--- src/rtl/axil_sdm_reg_bank.sv ---
// AXI4-Lite register bank for an array of sigma-delta modulator channels.
// Holds per-channel enables and double-buffered channel values: software
// writes shadow copies, then a COMMIT write moves every shadow into the
// active set driving the modulators in a single cycle.
module axil_sdm_reg_bank #(
  parameter int CHANNELS    = 4,
  parameter int VALUE_WIDTH = 16,
  parameter int ADDR_WIDTH  = 8
) (
  input  logic                            aclk,
  input  logic                            aresetn,
  // write address
  input  logic [31:0]                     awaddr,
  input  logic [2:0]                      awprot,
  input  logic                            awvalid,
  output logic                            awready,
  // write data
  input  logic [31:0]                     wdata,
  input  logic [3:0]                      wstrb,
  input  logic                            wvalid,
  output logic                            wready,
  // write response
  output logic [1:0]                      bresp,
  output logic                            bvalid,
  input  logic                            bready,
  // read address
  input  logic [31:0]                     araddr,
  input  logic [2:0]                      arprot,
  input  logic                            arvalid,
  output logic                            arready,
  // read data
  output logic [31:0]                     rdata,
  output logic [1:0]                      rresp,
  output logic                            rvalid,
  input  logic                            rready,
  // modulator array side
  output logic [CHANNELS-1:0]             enable,
  output logic [CHANNELS*VALUE_WIDTH-1:0] value,
  output logic                            value_update
);

  localparam logic [1:0]  RESP_OKAY   = 2'b00;
  localparam logic [1:0]  RESP_SLVERR = 2'b10;
  localparam logic [31:0] ID_WORD     = {8'h5D, 8'(VALUE_WIDTH), 8'(CHANNELS), 8'h02};
  localparam int          OFF_WIDTH   = ADDR_WIDTH - 2;

  typedef enum logic [2:0] {K_ENABLE, K_ID, K_COMMIT, K_VALUE, K_BAD} kind_e;

  typedef struct packed {
    kind_e      kind;
    logic [5:0] idx;   // channel index, meaningful only for K_VALUE
  } dec_t;

  typedef enum logic [1:0] {W_IDLE, W_EXEC, W_RESP} wstate_e;
  typedef enum logic       {R_IDLE, R_DATA}         rstate_e;

  // Classify a byte address into a register kind (and channel for VALUE).
  function automatic dec_t decode(input logic [ADDR_WIDTH-1:0] a);
    dec_t                  d;
    logic [ADDR_WIDTH-1:0] off;
    d.kind = K_BAD;
    d.idx  = '0;
    off    = a - ADDR_WIDTH'(16);
    if (a[1:0] != 2'b00) begin
      d.kind = K_BAD;
    end else if (a == ADDR_WIDTH'(0)) begin
      d.kind = K_ENABLE;
    end else if (a == ADDR_WIDTH'(4)) begin
      d.kind = K_ID;
    end else if (a == ADDR_WIDTH'(8)) begin
      d.kind = K_COMMIT;
    end else if ((a >= ADDR_WIDTH'(16)) && (off[ADDR_WIDTH-1:2] < OFF_WIDTH'(CHANNELS))) begin
      d.kind = K_VALUE;
      d.idx  = off[7:2];
    end
    return d;
  endfunction

  // Replace the bytes of old_word selected by strb with the matching bytes of data.
  function automatic logic [31:0] merge_bytes(input logic [31:0] old_word,
                                              input logic [31:0] data,
                                              input logic [3:0]  strb);
    logic [31:0] r;
    r = old_word;
    for (int b = 0; b < 4; b++) begin
      if (strb[b]) r[8*b +: 8] = data[8*b +: 8];
    end
    return r;
  endfunction

  // Write path state
  wstate_e                 wstate_q, wstate_d;
  logic                    aw_held_q, aw_held_d;
  logic                    w_held_q, w_held_d;
  logic [ADDR_WIDTH-1:0]   awaddr_q, awaddr_d;
  logic [31:0]             wdata_q, wdata_d;
  logic [3:0]              wstrb_q, wstrb_d;
  logic                    awready_q, awready_d;
  logic                    wready_q, wready_d;
  logic                    bvalid_q, bvalid_d;
  logic [1:0]              bresp_q, bresp_d;
  logic [CHANNELS-1:0]     enable_q, enable_d;
  logic [VALUE_WIDTH-1:0]  shadow_q [CHANNELS];
  logic [VALUE_WIDTH-1:0]  shadow_d [CHANNELS];
  logic [VALUE_WIDTH-1:0]  active_q [CHANNELS];
  logic [VALUE_WIDTH-1:0]  active_d [CHANNELS];
  logic                    value_update_q, value_update_d;
  dec_t                    wdec;
  logic [31:0]             wr_old;
  logic [31:0]             wr_new;

  // Read path state
  rstate_e                 rstate_q, rstate_d;
  logic                    arready_q, arready_d;
  logic                    rvalid_q, rvalid_d;
  logic [31:0]             rdata_q, rdata_d;
  logic [1:0]              rresp_q, rresp_d;
  dec_t                    rdec;
  logic [31:0]             rd_word;

  // Protection bits and address bits above the decoded range do not matter.
  logic unused_bits;
  assign unused_bits = ^{awprot, arprot, awaddr[31:ADDR_WIDTH], araddr[31:ADDR_WIDTH]};

  // Write FSM next state: capture AW/W independently, execute, then respond.
  // NOTE: every signal assigned in this block gets a default first, so no path leaves it unassigned and no latch is inferred.
  always_comb begin
    wstate_d       = wstate_q;
    aw_held_d      = aw_held_q;
    w_held_d       = w_held_q;
    awaddr_d       = awaddr_q;
    wdata_d        = wdata_q;
    wstrb_d        = wstrb_q;
    bvalid_d       = bvalid_q;
    bresp_d        = bresp_q;
    enable_d       = enable_q;
    shadow_d       = shadow_q;
    active_d       = active_q;
    value_update_d = 1'b0;
    wdec           = decode(awaddr_q);
    wr_old         = '0;
    wr_new         = '0;

    case (wstate_q)
      W_IDLE: begin
        if (awvalid && awready_q) begin
          aw_held_d = 1'b1;
          awaddr_d  = awaddr[ADDR_WIDTH-1:0];
        end
        if (wvalid && wready_q) begin
          w_held_d = 1'b1;
          wdata_d  = wdata;
          wstrb_d  = wstrb;
        end
        if (aw_held_d && w_held_d) wstate_d = W_EXEC;
      end

      W_EXEC: begin
        case (wdec.kind)
          K_ENABLE: wr_old[CHANNELS-1:0] = enable_q;
          K_VALUE: begin
            for (int n = 0; n < CHANNELS; n++) begin
              if (wdec.idx == 6'(n)) wr_old[VALUE_WIDTH-1:0] = shadow_q[n];
            end
          end
          default: wr_old = '0;
        endcase
        wr_new = merge_bytes(wr_old, wdata_q, wstrb_q);

        if ((wdec.kind == K_BAD) || (wdec.kind == K_ID)) begin
          bresp_d = RESP_SLVERR;
        end else begin
          bresp_d = RESP_OKAY;
          case (wdec.kind)
            K_ENABLE: enable_d = wr_new[CHANNELS-1:0];
            K_VALUE: begin
              for (int n = 0; n < CHANNELS; n++) begin
                if (wdec.idx == 6'(n)) shadow_d[n] = wr_new[VALUE_WIDTH-1:0];
              end
            end
            K_COMMIT: begin
              // Commit always pulses, even when shadows equal the active set.
              if (wstrb_q[0] && wdata_q[0]) begin
                active_d       = shadow_q;
                value_update_d = 1'b1;
              end
            end
            default: ;
          endcase
        end
        bvalid_d = 1'b1;
        wstate_d = W_RESP;
      end

      W_RESP: begin
        if (bready) begin
          bvalid_d  = 1'b0;
          aw_held_d = 1'b0;
          w_held_d  = 1'b0;
          wstate_d  = W_IDLE;
        end
      end

      default: wstate_d = W_IDLE;
    endcase

    // Readies are registered, so derive them from where the FSM is going.
    awready_d = (wstate_d == W_IDLE) && !aw_held_d;
    wready_d  = (wstate_d == W_IDLE) && !w_held_d;
  end

  // Write path registers, including the channel register file.
  // NOTE: sequential state uses non-blocking assignments so every register samples pre-edge values, with no ordering races.
  always_ff @(posedge aclk) begin
    if (!aresetn) begin
      wstate_q       <= W_IDLE;
      aw_held_q      <= 1'b0;
      w_held_q       <= 1'b0;
      awaddr_q       <= '0;
      wdata_q        <= '0;
      wstrb_q        <= '0;
      awready_q      <= 1'b0;
      wready_q       <= 1'b0;
      bvalid_q       <= 1'b0;
      bresp_q        <= RESP_OKAY;
      enable_q       <= '0;
      value_update_q <= 1'b0;
      // NOTE: the shadow/active arrays are reset explicitly because the modulators must see zero values straight out of reset.
      for (int n = 0; n < CHANNELS; n++) begin
        shadow_q[n] <= '0;
        active_q[n] <= '0;
      end
    end else begin
      wstate_q       <= wstate_d;
      aw_held_q      <= aw_held_d;
      w_held_q       <= w_held_d;
      awaddr_q       <= awaddr_d;
      wdata_q        <= wdata_d;
      wstrb_q        <= wstrb_d;
      awready_q      <= awready_d;
      wready_q       <= wready_d;
      bvalid_q       <= bvalid_d;
      bresp_q        <= bresp_d;
      enable_q       <= enable_d;
      value_update_q <= value_update_d;
      shadow_q       <= shadow_d;
      active_q       <= active_d;
    end
  end

  // Read FSM next state: sample register contents on the AR handshake.
  always_comb begin
    rstate_d = rstate_q;
    rvalid_d = rvalid_q;
    rdata_d  = rdata_q;
    rresp_d  = rresp_q;
    rdec     = decode(araddr[ADDR_WIDTH-1:0]);
    rd_word  = '0;

    case (rdec.kind)
      K_ENABLE: rd_word[CHANNELS-1:0] = enable_q;
      K_ID:     rd_word = ID_WORD;
      K_VALUE: begin
        for (int n = 0; n < CHANNELS; n++) begin
          if (rdec.idx == 6'(n)) rd_word[VALUE_WIDTH-1:0] = shadow_q[n];
        end
      end
      default:  rd_word = '0;
    endcase

    case (rstate_q)
      R_IDLE: begin
        if (arvalid && arready_q) begin
          rstate_d = R_DATA;
          rvalid_d = 1'b1;
          rdata_d  = rd_word;
          rresp_d  = (rdec.kind == K_BAD) ? RESP_SLVERR : RESP_OKAY;
        end
      end
      R_DATA: begin
        if (rready) begin
          rvalid_d = 1'b0;
          rstate_d = R_IDLE;
        end
      end
      default: rstate_d = R_IDLE;
    endcase

    arready_d = (rstate_d == R_IDLE);
  end

  // Read path registers.
  always_ff @(posedge aclk) begin
    if (!aresetn) begin
      rstate_q  <= R_IDLE;
      arready_q <= 1'b0;
      rvalid_q  <= 1'b0;
      rdata_q   <= '0;
      rresp_q   <= RESP_OKAY;
    end else begin
      rstate_q  <= rstate_d;
      arready_q <= arready_d;
      rvalid_q  <= rvalid_d;
      rdata_q   <= rdata_d;
      rresp_q   <= rresp_d;
    end
  end

  // Flatten the active values onto the modulator bus.
  always_comb begin
    value = '0;
    for (int n = 0; n < CHANNELS; n++) begin
      value[n*VALUE_WIDTH +: VALUE_WIDTH] = active_q[n];
    end
  end

  assign awready      = awready_q;
  assign wready       = wready_q;
  assign bvalid       = bvalid_q;
  assign bresp        = bresp_q;
  assign arready      = arready_q;
  assign rvalid       = rvalid_q;
  assign rdata        = rdata_q;
  assign rresp        = rresp_q;
  assign enable       = enable_q;
  assign value_update = value_update_q;

endmodule

--- config.mk ---
export PLATFORM = sky130hd
export DESIGN_NAME = axil_sdm_reg_bank
export DESIGN_NICKNAME = d
export VERILOG_FILES = /design/src/rtl/axil_sdm_reg_bank.sv
export SDC_FILE = /design/constraint.sdc
export NUM_CORES = 1
export LEC_CHECK = 0
export BUFFER_PORTS_ARGS = -buffer_cell sky130_fd_sc_hd__buf_2
export CORE_UTILIZATION = 53
export CTS_CLUSTER_DIAMETER = 150
export DETAILED_ROUTE_END_ITERATION = 12
export PLACE_DENSITY = 0.78
export SLEW_MARGIN = 0
export SYNTH_ARGS = -nofsm -noshare
export SYNTH_HDL_FRONTEND = slang
export SYNTH_SLANG_ARGS = --single-unit
--- constraint.sdc ---
create_clock -name aclk -period 3.5 [get_ports aclk]
set_clock_uncertainty 0.1 [all_clocks]
set_input_delay 0.35 -clock aclk [delete_from_list [all_inputs] [get_ports aclk]]
set_output_delay 0.35 -clock aclk [all_outputs]
set_load 0.05 [all_outputs]
==> summary.md <==
| Metric | Value |
|---|---|
| Status | finished, final reports clean |
| Layout cell share with drive strength beyond 1 | 0.187 |
| Worst-case vdd ir drop | 390 uV |
| CTS buffer count | 17 |
| Hold buffer count at cts | 0 |
| Root Driver | clkbuf_16 |
| Setup_tns | 0 ps |
| Hold Path Class | input pin to flip-flop |
| Largest net degree at the start of global routing | slightly below 90 |
| Normalized max-slew margin | 0.314 |
| DP HPWL | between 15000 and 20000 um |
| Syn Inst Count | about 1.1k |
| Post-CTS Setup Inserts | 0 |
| Post-synth top area share | 0.440 |
| Global route overflow | 0 |
| Post-Synthesis Cell Area | 0.00855 mm^2 |
| Placement Cell Area | 0.00935 mm^2 |
| Initial antenna violation count | 0 |
| Worst Setup End Kind | flip-flop |
| Number of global-route vias before repair | around 7.4k |
| I/O pin count | around 220 |
| Hold_ws | 13.5 ps |
| Area of the die | 0.0166 mm^2 |
| CP startpoint kind | flip-flop |
| GP Congestion | 0.920 |
| Initial Util | 0.540 |
| Area leader, netlist | dfxtp_1 |
| Clock Sink Count | 188 |
| Fraction of registers with async set/reset | 0 |
| Mean number of vias per cell | around 6 |
| Synth top area cells | dfxtp_1 44%, nand2_1 11%, a21oi_1 7.3% |
| Area delta synth->final | 15.7% |
| Final hold violation count | 0 |
| Slew Viols, Final | 0 |
| First DRT Iteration DRCs | slightly below 900 |
| Final setup violating endpoints | 0 |
| EDFF count, synth | 0 |
| DR WL/cell | 17.3 um |
| Max-cap violation count | 0 |
| # rows | 46 |
| Synth Flop Type | dfxtp_1 |
| Layout Nets | approximately 1.3k |
| Critical path data arrival time | 3380 ps |
| Skew-Pair Late Insertion Delay | 430 ps |
| Critical Path RT | 3750 ps |
| Final min period | 3130 ps |
| First-pass GRT wire length | 38200 um |
| DR vias | 8260 |
| Post-cts sizing count | 0 |
| Slew @ Worst Pin | 1020 ps |
| Fillers | 1390 |
| RSZ-0062 raised after global routing | false |
| Clock buffer depth | 2 |
| Max Clock Freq | 320 MHz |
| N_diodes | 0 |
| H-tree depth | 4 |
| Synth warnings | 0 |
| Worst Path Max Fanout | 9 |
| CTS tree | built |
| PD cells | between 400 and 500 mW/mm^2 |
| PortBufs | 138 |
| GRT Total Usage | 0.295 |
| Fin util | 0.625 |
| Die Y | 129 um |
| Sequential share of the synthesized area | 0.440 |
| Tcrit/Tclk final | 0.894 |
| #FFs+latches synth | 188 |
| WL final | 24200 um |
| Detailed Routing Iterations Pass 1 | 5 |
| # DRC | 0 |
| CP Class | flip-flop to flip-flop |
| Core area | 0.0158 mm^2 |
| Syn_area_per_cell | around 8 um^2 |
| Clock-pin slew on the worst setup and hold paths | 70 ps |
| Die Wd | 129 um |
| Distinct cells, synth | 72 |
| Leak | between 3 and 4 nW |
| Design Area, Final | 0.00990 mm^2 |
| Routed Antenna Nets | 0 |
-- cell families after synthesis --
kind of cell | after synthesis | synth area share
flops | 188 | 0.440
fa+ha+maj | 6 | 0.00878
other cells | 1 | 0.000438
buf+inv | 105 | 0.0569
xor+xnor | 3 | 0.00307
simple gates | 421 | 0.224
mux | 35 | 0.0416
compound gates | 307 | 0.225
-- placed cells by master (no fill, tap or decap), types with 7 or more instances in the layout --
cell type  synthesis  layout
clkbuf_16          0      17
o22ai_1           27      27
a21oi_1          125     125
nor3_1            10      10
mux2i_1           31      31
inv_1             17      16
dfxtp_1          188     188
nand2_1          256     256
o21ai_0           53      53
nand2b_1          11      11
a22o_1             8       8
nand3_1           33      33
buf_2             14     138
o31ai_1           16      16
o221ai_1          11      11
conb_1             1      12
a21o_1             7       7
nor4_1            11      11
buf_4             18      24
nor2_1            51      50
a31oi_1           13      13
-- per-stage QoR --
step,std cells,setup WS (ps),power [mW]
5_1_grt,1399,84.7,4.56
6_report,1399,371,4.42
3_3_place_gp,1368,539,2.63
4_1_cts,1399,491,4.43
2_1_floorplan,1077,807,2.55
3_5_place_dp,1368,493,2.63
-- synthesized netlist by cell type (7+ instances only) --
| cell | instances |
|---|---|
| a21o_1 | 7 |
| a21oi_1 | 125 |
| a22o_1 | 8 |
| a31oi_1 | 13 |
| buf_1 | 8 |
| buf_2 | 14 |
| buf_4 | 18 |
| clkbuf_1 | 47 |
| dfxtp_1 | 188 |
| inv_1 | 17 |
| mux2i_1 | 31 |
| nand2_1 | 256 |
| nand2b_1 | 11 |
| nand3_1 | 33 |
| nor2_1 | 51 |
| nor3_1 | 10 |
| nor4_1 | 11 |
| o21ai_0 | 53 |
| o221ai_1 | 11 |
| o22ai_1 | 27 |
| o31ai_1 | 16 |
| or3_1 | 7 |
-- routing by layer --
layer  GRT usage  up-vias  wire (um)  part of all wire
met5           0        -          0                 0
met4       0.120        0        603             0.025
met3      0.0652       54       2400             0.099
met2       0.420      456      10100              0.42
met1       0.430     3794      11000              0.46
li1            -     3956          -                 -
-- power breakdown --
group	internal, mW	leakage (nW)	switching (mW)
Clock	0.988	0.259	0.842
Sequential	2.18	1.52	0.0415
Combinational	0.104	1.95	0.267
Total	3.27	3.73	1.15
-- sequential cells by signal, summed over array words and instances, names as in the netlist --
signal and cells:
aw_held_q 1, value_update 1, wready 1, rvalid 1, awaddr_q 8, bvalid 1, rstate_q 1, rdata 17
arready 1, wstrb_q 2, bresp 1, enable 4, w_held_q 1, wdata_q 16, awready 1, rresp 1
wstate_q 2, value 64, shadow_q 64
-- layout make-up --
class	instances	area (um^2)	share of cell area
Timing Repair Buffer	163	891	0.0900
Clock buffer	20	437	0.0441
Multi-Input combinational cell	784	4360	0.440
Inverter	17	65.1	0.00657
Tap cell	216	270	0.0273
Clock inverter	11	113	0.0114
Sequential cell	188	3760	0.380
-- worst max-delay path, cell delays in order, from the launching register on --
cell     delay [ps]
dfxtp_1         480
inv_1           110
ha_1            240
nor4b_2         190
nor3_2          350
o21ai_1         320
nor4_1          580
nand2_1         400
o22ai_1         270
-- worst paths after layout --
kind	startpoint	endpoint	slack, ps	depth (start not counted)
worst max register to register	awaddr_q[4]	shadow_q[27]	370	8
worst min register to register	value[45]	value[45]	350	2
worst max-delay path	awaddr_q[4]	shadow_q[27]	370	8
worst min-delay path	rready	rvalid	10	2
Note: power is estimated with default switching activity, not from simulation.
